`config.mk`:
```
export PLATFORM = sky130hd
export DESIGN_NAME = rf_wb_arbiter
export DESIGN_NICKNAME = d
export VERILOG_FILES = /design/src/rtl/rf_wb_arbiter_pkg.sv /design/src/rtl/rf_wq_fifo.sv /design/src/rtl/rf_wb_arbiter.sv
export SDC_FILE = /design/constraint.sdc
export NUM_CORES = 1
export LEC_CHECK = 0
export BUFFER_PORTS_ARGS = -buffer_cell sky130_fd_sc_hd__buf_2
export CAP_MARGIN = 20
export CORE_ASPECT_RATIO = 0.7
export CORE_MARGIN = 5
export CORE_UTILIZATION = 45
export CTS_BUF_LIST = sky130_fd_sc_hd__clkbuf_2
export DETAILED_ROUTE_END_ITERATION = 12
export GPL_ROUTABILITY_DRIVEN = 0
export PLACE_DENSITY = 0.75
export SLEW_MARGIN = 20
export SYNTH_ARGS = -nofsm -noshare
export SYNTH_HDL_FRONTEND = slang
export SYNTH_SLANG_ARGS = --single-unit
```
`constraint.sdc`:
```
create_clock -name wa_clk -period 6.1 [get_ports wa_clk]
set_clock_uncertainty 0.2 [all_clocks]
set_input_delay 0.915 -clock wa_clk [delete_from_list [all_inputs] [get_ports wa_clk]]
set_output_delay 0.915 -clock wa_clk [all_outputs]
set_load 0.01 [all_outputs]
```
`src/rtl/rf_wb_arbiter_pkg.sv`:
```
// Shared types and constants for the register-file write-port arbiter.
package rf_wb_arbiter_pkg;

  typedef struct packed {
    logic [4:0]  addr;
    logic [31:0] data;
  } wreq_t;

  localparam logic [4:0]  REG_ZERO         = 5'd0;
  localparam int unsigned QDEPTH_DEF       = 2;
  localparam int unsigned STARVE_LIMIT_DEF = 4;

endpackage

```
`src/rtl/rf_wq_fifo.sv`:
```
// In-order shift queue for MDU results: head at entry 0, squashed entries are
// removed and the survivors compact toward the head.
module rf_wq_fifo
  import rf_wb_arbiter_pkg::*;
#(
  parameter int unsigned QDEPTH = QDEPTH_DEF
) (
  input  logic                   i_clk,
  input  logic                   i_rst_n,
  input  logic                   i_push,
  input  wreq_t                  i_push_req,
  input  logic                   i_pop,
  input  logic [QDEPTH-1:0]      i_squash,
  output logic [QDEPTH-1:0]      o_valid,
  output logic [QDEPTH-1:0][4:0] o_addr,
  output wreq_t                  o_head,
  output logic [2:0]             o_count
);

  wreq_t [QDEPTH-1:0] r_entry;
  wreq_t [QDEPTH-1:0] w_entry_d;
  logic  [QDEPTH-1:0] r_valid;
  logic  [QDEPTH-1:0] w_valid_d;
  logic  [2:0]        r_count;
  logic  [2:0]        w_count_d;
  logic  [2:0]        w_wr_idx;

  always_comb begin
    w_entry_d = r_entry;
    w_valid_d = '0;
    w_wr_idx  = '0;
    // Survivors are copied down in order; w_wr_idx tracks the next free slot.
    for (int i = 0; i < QDEPTH; i++) begin
      if (r_valid[i] && !i_squash[i] && !((i == 0) && i_pop)) begin
        for (int j = 0; j < QDEPTH; j++) begin
          if (w_wr_idx == 3'(j)) begin
            w_entry_d[j] = r_entry[i];
            w_valid_d[j] = 1'b1;
          end
        end
        w_wr_idx = w_wr_idx + 3'd1;
      end
    end
    if (i_push) begin
      for (int j = 0; j < QDEPTH; j++) begin
        if (w_wr_idx == 3'(j)) begin
          w_entry_d[j] = i_push_req;
          w_valid_d[j] = 1'b1;
        end
      end
    end
    w_count_d = w_wr_idx + {2'b00, i_push};
  end

  always_ff @(posedge i_clk or negedge i_rst_n) begin
    if (!i_rst_n) begin
      r_entry <= '0;
      r_valid <= '0;
      r_count <= '0;
    end else begin
      r_entry <= w_entry_d;
      r_valid <= w_valid_d;
      r_count <= w_count_d;
    end
  end

  always_comb begin
    for (int i = 0; i < QDEPTH; i++) begin
      o_addr[i] = r_entry[i].addr;
    end
  end

  assign o_valid = r_valid;
  assign o_head  = r_entry[0];
  assign o_count = r_count;

endmodule

```
`src/rtl/rf_wb_arbiter.sv`:
```
// Register-file write-port arbiter: WB stage has priority, MDU results are
// bypassed when possible or queued in order, with hazard flags and a starvation stall.
module rf_wb_arbiter
  import rf_wb_arbiter_pkg::*;
#(
  parameter int unsigned QDEPTH       = QDEPTH_DEF,
  parameter int unsigned STARVE_LIMIT = STARVE_LIMIT_DEF
) (
  input  logic        wa_clk,
  input  logic        wa_rst_n,
  input  logic        pipe_we,
  input  logic [4:0]  pipe_waddr,
  input  logic [31:0] pipe_wdata,
  input  logic        mdu_valid,
  input  logic [4:0]  mdu_waddr,
  input  logic [31:0] mdu_wdata,
  output logic        mdu_ready,
  output logic        rf_we,
  output logic [4:0]  rf_waddr,
  output logic [31:0] rf_wdata,
  input  logic [4:0]  rd_addr1,
  input  logic [4:0]  rd_addr2,
  output logic        pend_hit1,
  output logic        pend_hit2,
  output logic        stall_req,
  output logic [2:0]  q_count
);

  logic                   w_pipe_req;
  logic                   w_mdu_live;
  logic                   w_mdu_waw;
  logic                   w_q_nonempty;
  logic                   w_pop;
  logic                   w_bypass;
  logic                   w_push;
  wreq_t                  w_push_req;
  wreq_t                  w_q_head;
  logic [QDEPTH-1:0]      w_q_valid;
  logic [QDEPTH-1:0][4:0] w_q_addr;
  logic [QDEPTH-1:0]      w_squash;
  logic [2:0]             w_q_count;
  logic                   w_hit1;
  logic                   w_hit2;
  logic [3:0]             r_age;
  logic [3:0]             w_age_d;
  logic                   r_stall;

  assign w_pipe_req   = pipe_we && (pipe_waddr != REG_ZERO);
  assign mdu_ready    = (w_q_count < 3'(QDEPTH));
  // An accepted offer that still needs a register-file write.
  assign w_mdu_live   = mdu_valid && mdu_ready && (mdu_waddr != REG_ZERO);
  assign w_mdu_waw    = w_pipe_req && (mdu_waddr == pipe_waddr);
  assign w_q_nonempty = w_q_valid[0];
  assign w_pop        = !w_pipe_req && w_q_nonempty;
  assign w_bypass     = !w_pipe_req && !w_q_nonempty && w_mdu_live;
  assign w_push       = w_mdu_live && !w_bypass && !w_mdu_waw;
  assign w_push_req   = {mdu_waddr, mdu_wdata};

  always_comb begin
    for (int i = 0; i < QDEPTH; i++) begin
      w_squash[i] = w_pipe_req && w_q_valid[i] && (w_q_addr[i] == pipe_waddr);
    end
  end

  rf_wq_fifo #(
    .QDEPTH(QDEPTH)
  ) u_wq_fifo (
    .i_clk      (wa_clk),
    .i_rst_n    (wa_rst_n),
    .i_push     (w_push),
    .i_push_req (w_push_req),
    .i_pop      (w_pop),
    .i_squash   (w_squash),
    .o_valid    (w_q_valid),
    .o_addr     (w_q_addr),
    .o_head     (w_q_head),
    .o_count    (w_q_count)
  );

  // Reset gates the write port immediately, independent of any clock edge.
  always_comb begin
    rf_we    = 1'b0;
    rf_waddr = REG_ZERO;
    rf_wdata = '0;
    if (wa_rst_n) begin
      if (w_pipe_req) begin
        rf_we    = 1'b1;
        rf_waddr = pipe_waddr;
        rf_wdata = pipe_wdata;
      end else if (w_pop) begin
        rf_we    = 1'b1;
        rf_waddr = w_q_head.addr;
        rf_wdata = w_q_head.data;
      end else if (w_bypass) begin
        rf_we    = 1'b1;
        rf_waddr = mdu_waddr;
        rf_wdata = mdu_wdata;
      end
    end
  end

  always_comb begin
    w_hit1 = w_mdu_live && (mdu_waddr == rd_addr1);
    w_hit2 = w_mdu_live && (mdu_waddr == rd_addr2);
    for (int i = 0; i < QDEPTH; i++) begin
      w_hit1 = w_hit1 || (w_q_valid[i] && (w_q_addr[i] == rd_addr1));
      w_hit2 = w_hit2 || (w_q_valid[i] && (w_q_addr[i] == rd_addr2));
    end
  end

  assign pend_hit1 = wa_rst_n && w_hit1 && (rd_addr1 != REG_ZERO);
  assign pend_hit2 = wa_rst_n && w_hit2 && (rd_addr2 != REG_ZERO);

  always_comb begin
    w_age_d = r_age;
    if (w_pop || w_squash[0]) begin
      w_age_d = '0;
    end else if (w_q_nonempty && (r_age != 4'(STARVE_LIMIT))) begin
      w_age_d = r_age + 4'd1;
    end
  end

  always_ff @(posedge wa_clk or negedge wa_rst_n) begin
    if (!wa_rst_n) begin
      r_age   <= '0;
      r_stall <= 1'b0;
    end else begin
      r_age   <= w_age_d;
      r_stall <= (w_age_d == 4'(STARVE_LIMIT));
    end
  end

  assign stall_req = r_stall;
  assign q_count   = w_q_count;

endmodule

```
==> summary.txt <==
Status: finished, final reports clean
CTS Hold Bufs: 0
Final Critical Period: 4680 ps
Worst path required time: 4980 ps
VDD IR max: 0.205 mV
Num rows: 33
Vias per cell: 6.17
Setup violations, final: 0
Power Dens Cells: 422 nW/um^2
Vias in the first global route: 4,949
Setup TNS: 0 ps
Max cap viols: 0
Leakage power: 2.63 nW
YS warnings: 0
Height of the die: 101 um
Clk slew on worst S/H paths: 200 ps
First-pass DRT Iterations: 5
R2r startpoint: u_wq_fifo.o_addr[5]$_DFFE_PN0P_
Initial DRC Count: 570
Diodes inserted: 0
RSZ-0062 raised after global routing: false
Gate Count Post-Synth: 566
Synthesized flop and latch total: 84
Port bufs: 132
Slowest cell delay on critical path: 710 ps
Cell mode on critical path: buf_2
Clk_lat worst skew: 560 ps
Root buffer cell: clkbuf_2
Congestion Overflow GR: 0
Tcrit/Tclk final: 76.7%
Worst setup SP type: input pin
Layout Nets: 756
Fmax: 214 MHz
Initial antenna violation count: 0
Worst EP arrival: 3560 ps
Crit-path max FO: 40
Postcts setup bufs: 0
Busiest grt layer: met2
Top-level port count: 133
WL final: 16.3 mm
Hold Crit Class: input pin to async pin
Critical Path End Type: output port
CTS max path bufs: 2
Gr usage total: 22.4%
M1 GR Usage: 32.1%
Post-Syn Nets: 662
Post-cts sizing count: 0
Syn-to-layout area delta: 13.7%
Max Transition Viols Final: 0
Overall power: 2.57 mW
Hold slack: 275 ps
Measured slew at the worst slew-check pin: 1010 ps
H-tree level count: 3
Sequence of cells on the critical path: buf_2, or3_4, o31a_4, nor3_4, buf_4, a221oi_1, nor2_1, buf_2
DPL Wire Length: 10.6 mm
Syn Std Cell Area: 5360 um^2
Grt met3 use: 5.00%
Starting Density: 45.9%
CP Class: input pin to output port
Met2 usage: 34.3%
CTS Sinks: 84
CTS tree: built
First-pass GRT wire length: 26.0 mm
Crit path launch: pipe_waddr[4]
Final antenna-violating net count: 0
Syn avg cell area: 9.47 um^2
Die area: 14,200 um^2
CP max stage cell: nor3_4
Core Box Area: 11,700 um^2
DRC violation count after routing: 0
Pin count of the biggest net entering global routing: 94
CTS Buf Count: 9
Share of layout cells above drive strength 1: 31.0%
Via Count: 5,070
Netlist cell types: 45
Post-synthesis sequential area ratio: 39.2%
Horiz. Die Dim: 140 um
Final Hold Viols: 0
Routed length per instance: 19.8 um
Max_slew headroom: 32.0%
## area by class of cell
cell class,instances,area (um^2)
fillers,1059,5590
multi-input cells,419,2940
flip-flops and latches,84,2100
repair buffers,141,731
well taps,157,196
clock buffers,13,65.1
clock inverters,3,37.5
inverters,5,18.8
## routing by layer
layer | share of wire [%] | wire length [um]
met1 | 44 | 7190
met2 | 45 | 7390
met3 | 8.8 | 1430
met4 | 1.7 | 279
met5 | 0 | 0
## where the power goes
part | switching, mW | internal (mW) | total (mW)
registers | 0.280 | 0.828 | 1.11
logic | 0.633 | 0.546 | 1.18
clock network | 0.183 | 0.0992 | 0.282
## cell usage in the layout, fill, tap and decap left out, drive strengths merged, types with 11 or more instances in the layout
| master | Yosys | routed |
|---|---|---|
| xnor2 | 15 | 15 |
| xor2 | 33 | 33 |
| nand3 | 45 | 45 |
| buf | 26 | 141 |
| a31oi | 40 | 40 |
| clkbuf | 32 | 13 |
| nor2 | 42 | 42 |
| nand2 | 11 | 11 |
| o21ai | 77 | 77 |
| mux2 | 37 | 37 |
| a221oi | 32 | 32 |
| dfrtp | 84 | 84 |
| nor3 | 42 | 42 |
| a21oi | 12 | 12 |
## synth_stat cells (all sizes together)
| cell type | instances | share of area [%] |
|---|---|---|
| dfrtp | 84 | 39 |
| o21ai | 77 | 7.2 |
| nand3 | 45 | 4.2 |
| nor2 | 42 | 2.9 |
| nor3 | 42 | 4.1 |
| a31oi | 40 | 4.7 |
| mux2 | 37 | 9.9 |
| xor2 | 33 | 5.4 |
| a221oi | 32 | 5.2 |
| clkbuf | 32 | 2.4 |
| buf | 26 | 3.5 |
| xnor2 | 15 | 2.5 |
| a21oi | 12 | 1.1 |
| nand2 | 11 | 0.82 |
| ha | 7 | 1.6 |
| inv | 5 | 0.35 |
| nor4 | 4 | 0.47 |
| or4 | 3 | 0.49 |
| nand4 | 2 | 0.23 |
| o31ai | 2 | 0.54 |
| or3 | 2 | 0.33 |
| a211oi | 1 | 0.14 |
| a21boi | 1 | 0.14 |
| a41o | 1 | 0.19 |
| a41oi | 1 | 0.30 |
| and3 | 1 | 0.12 |
| fa | 1 | 0.37 |
| nand3b | 1 | 0.14 |
| nor4b | 1 | 0.16 |
| o211a | 1 | 0.33 |
| o211ai | 1 | 0.23 |
| o22ai | 1 | 0.12 |
| o31a | 1 | 0.33 |
| o41a | 1 | 0.21 |
## flip-flops by register name, summed over array words and instances (netlist names)
signal	count
u_wq_fifo.o_count	3
u_wq_fifo.o_addr	10
r_age	4
u_wq_fifo.o_valid	2
u_wq_fifo.r_entry	32
stall_req	1
u_wq_fifo.o_head	32
## worst max-delay path: cells and delay by family
family	cells	cell delay [ps]
and+or+nand+nor	3	1290
buffers and inverters	3	690
AOI/OAI and AO/OA	2	640
## path summary, 6_finish.rpt
path                                                           to  slack [ps]  cells after the start
min in group wa_clk             u_wq_fifo.r_entry[63]$_DFFE_PN0P_         340                      1
worst max-delay path                                  rf_wdata[8]        1420                      8
worst min register to register  u_wq_fifo.r_entry[63]$_DFFE_PN0P_         340                      1
max in group asynchronous                      r_age[1]$_DFF_PN0_        4520                      2
worst min-delay path            u_wq_fifo.r_entry[38]$_DFFE_PN0P_         280                      1
worst max register to register      u_wq_fifo.o_addr[1]$_DFF_PN0_        2050                      8
## cell families after synthesis
group           Yosys count  share of synthesized area (%)
simple gates            154                           14.0
fa+ha+maj                 8                           2.01
mux                      37                           9.88
compound gates          172                           20.7
flops                    84                           39.2
xor+xnor                 48                           7.85
buf+inv                  63                           6.26
## metrics by stage
stage,instance area [um^2],util (%),instances,setup slack [ps]
after floorplan,5360,-,566,2510
after global placement,5990,51.3,806,1550
after detailed placement,5990,51.3,806,1480
after CTS,6090,52.1,822,1470
after global routing,6090,52.1,822,1280
final,6090,52.1,822,1420
Power figures use the tool's default switching activity.
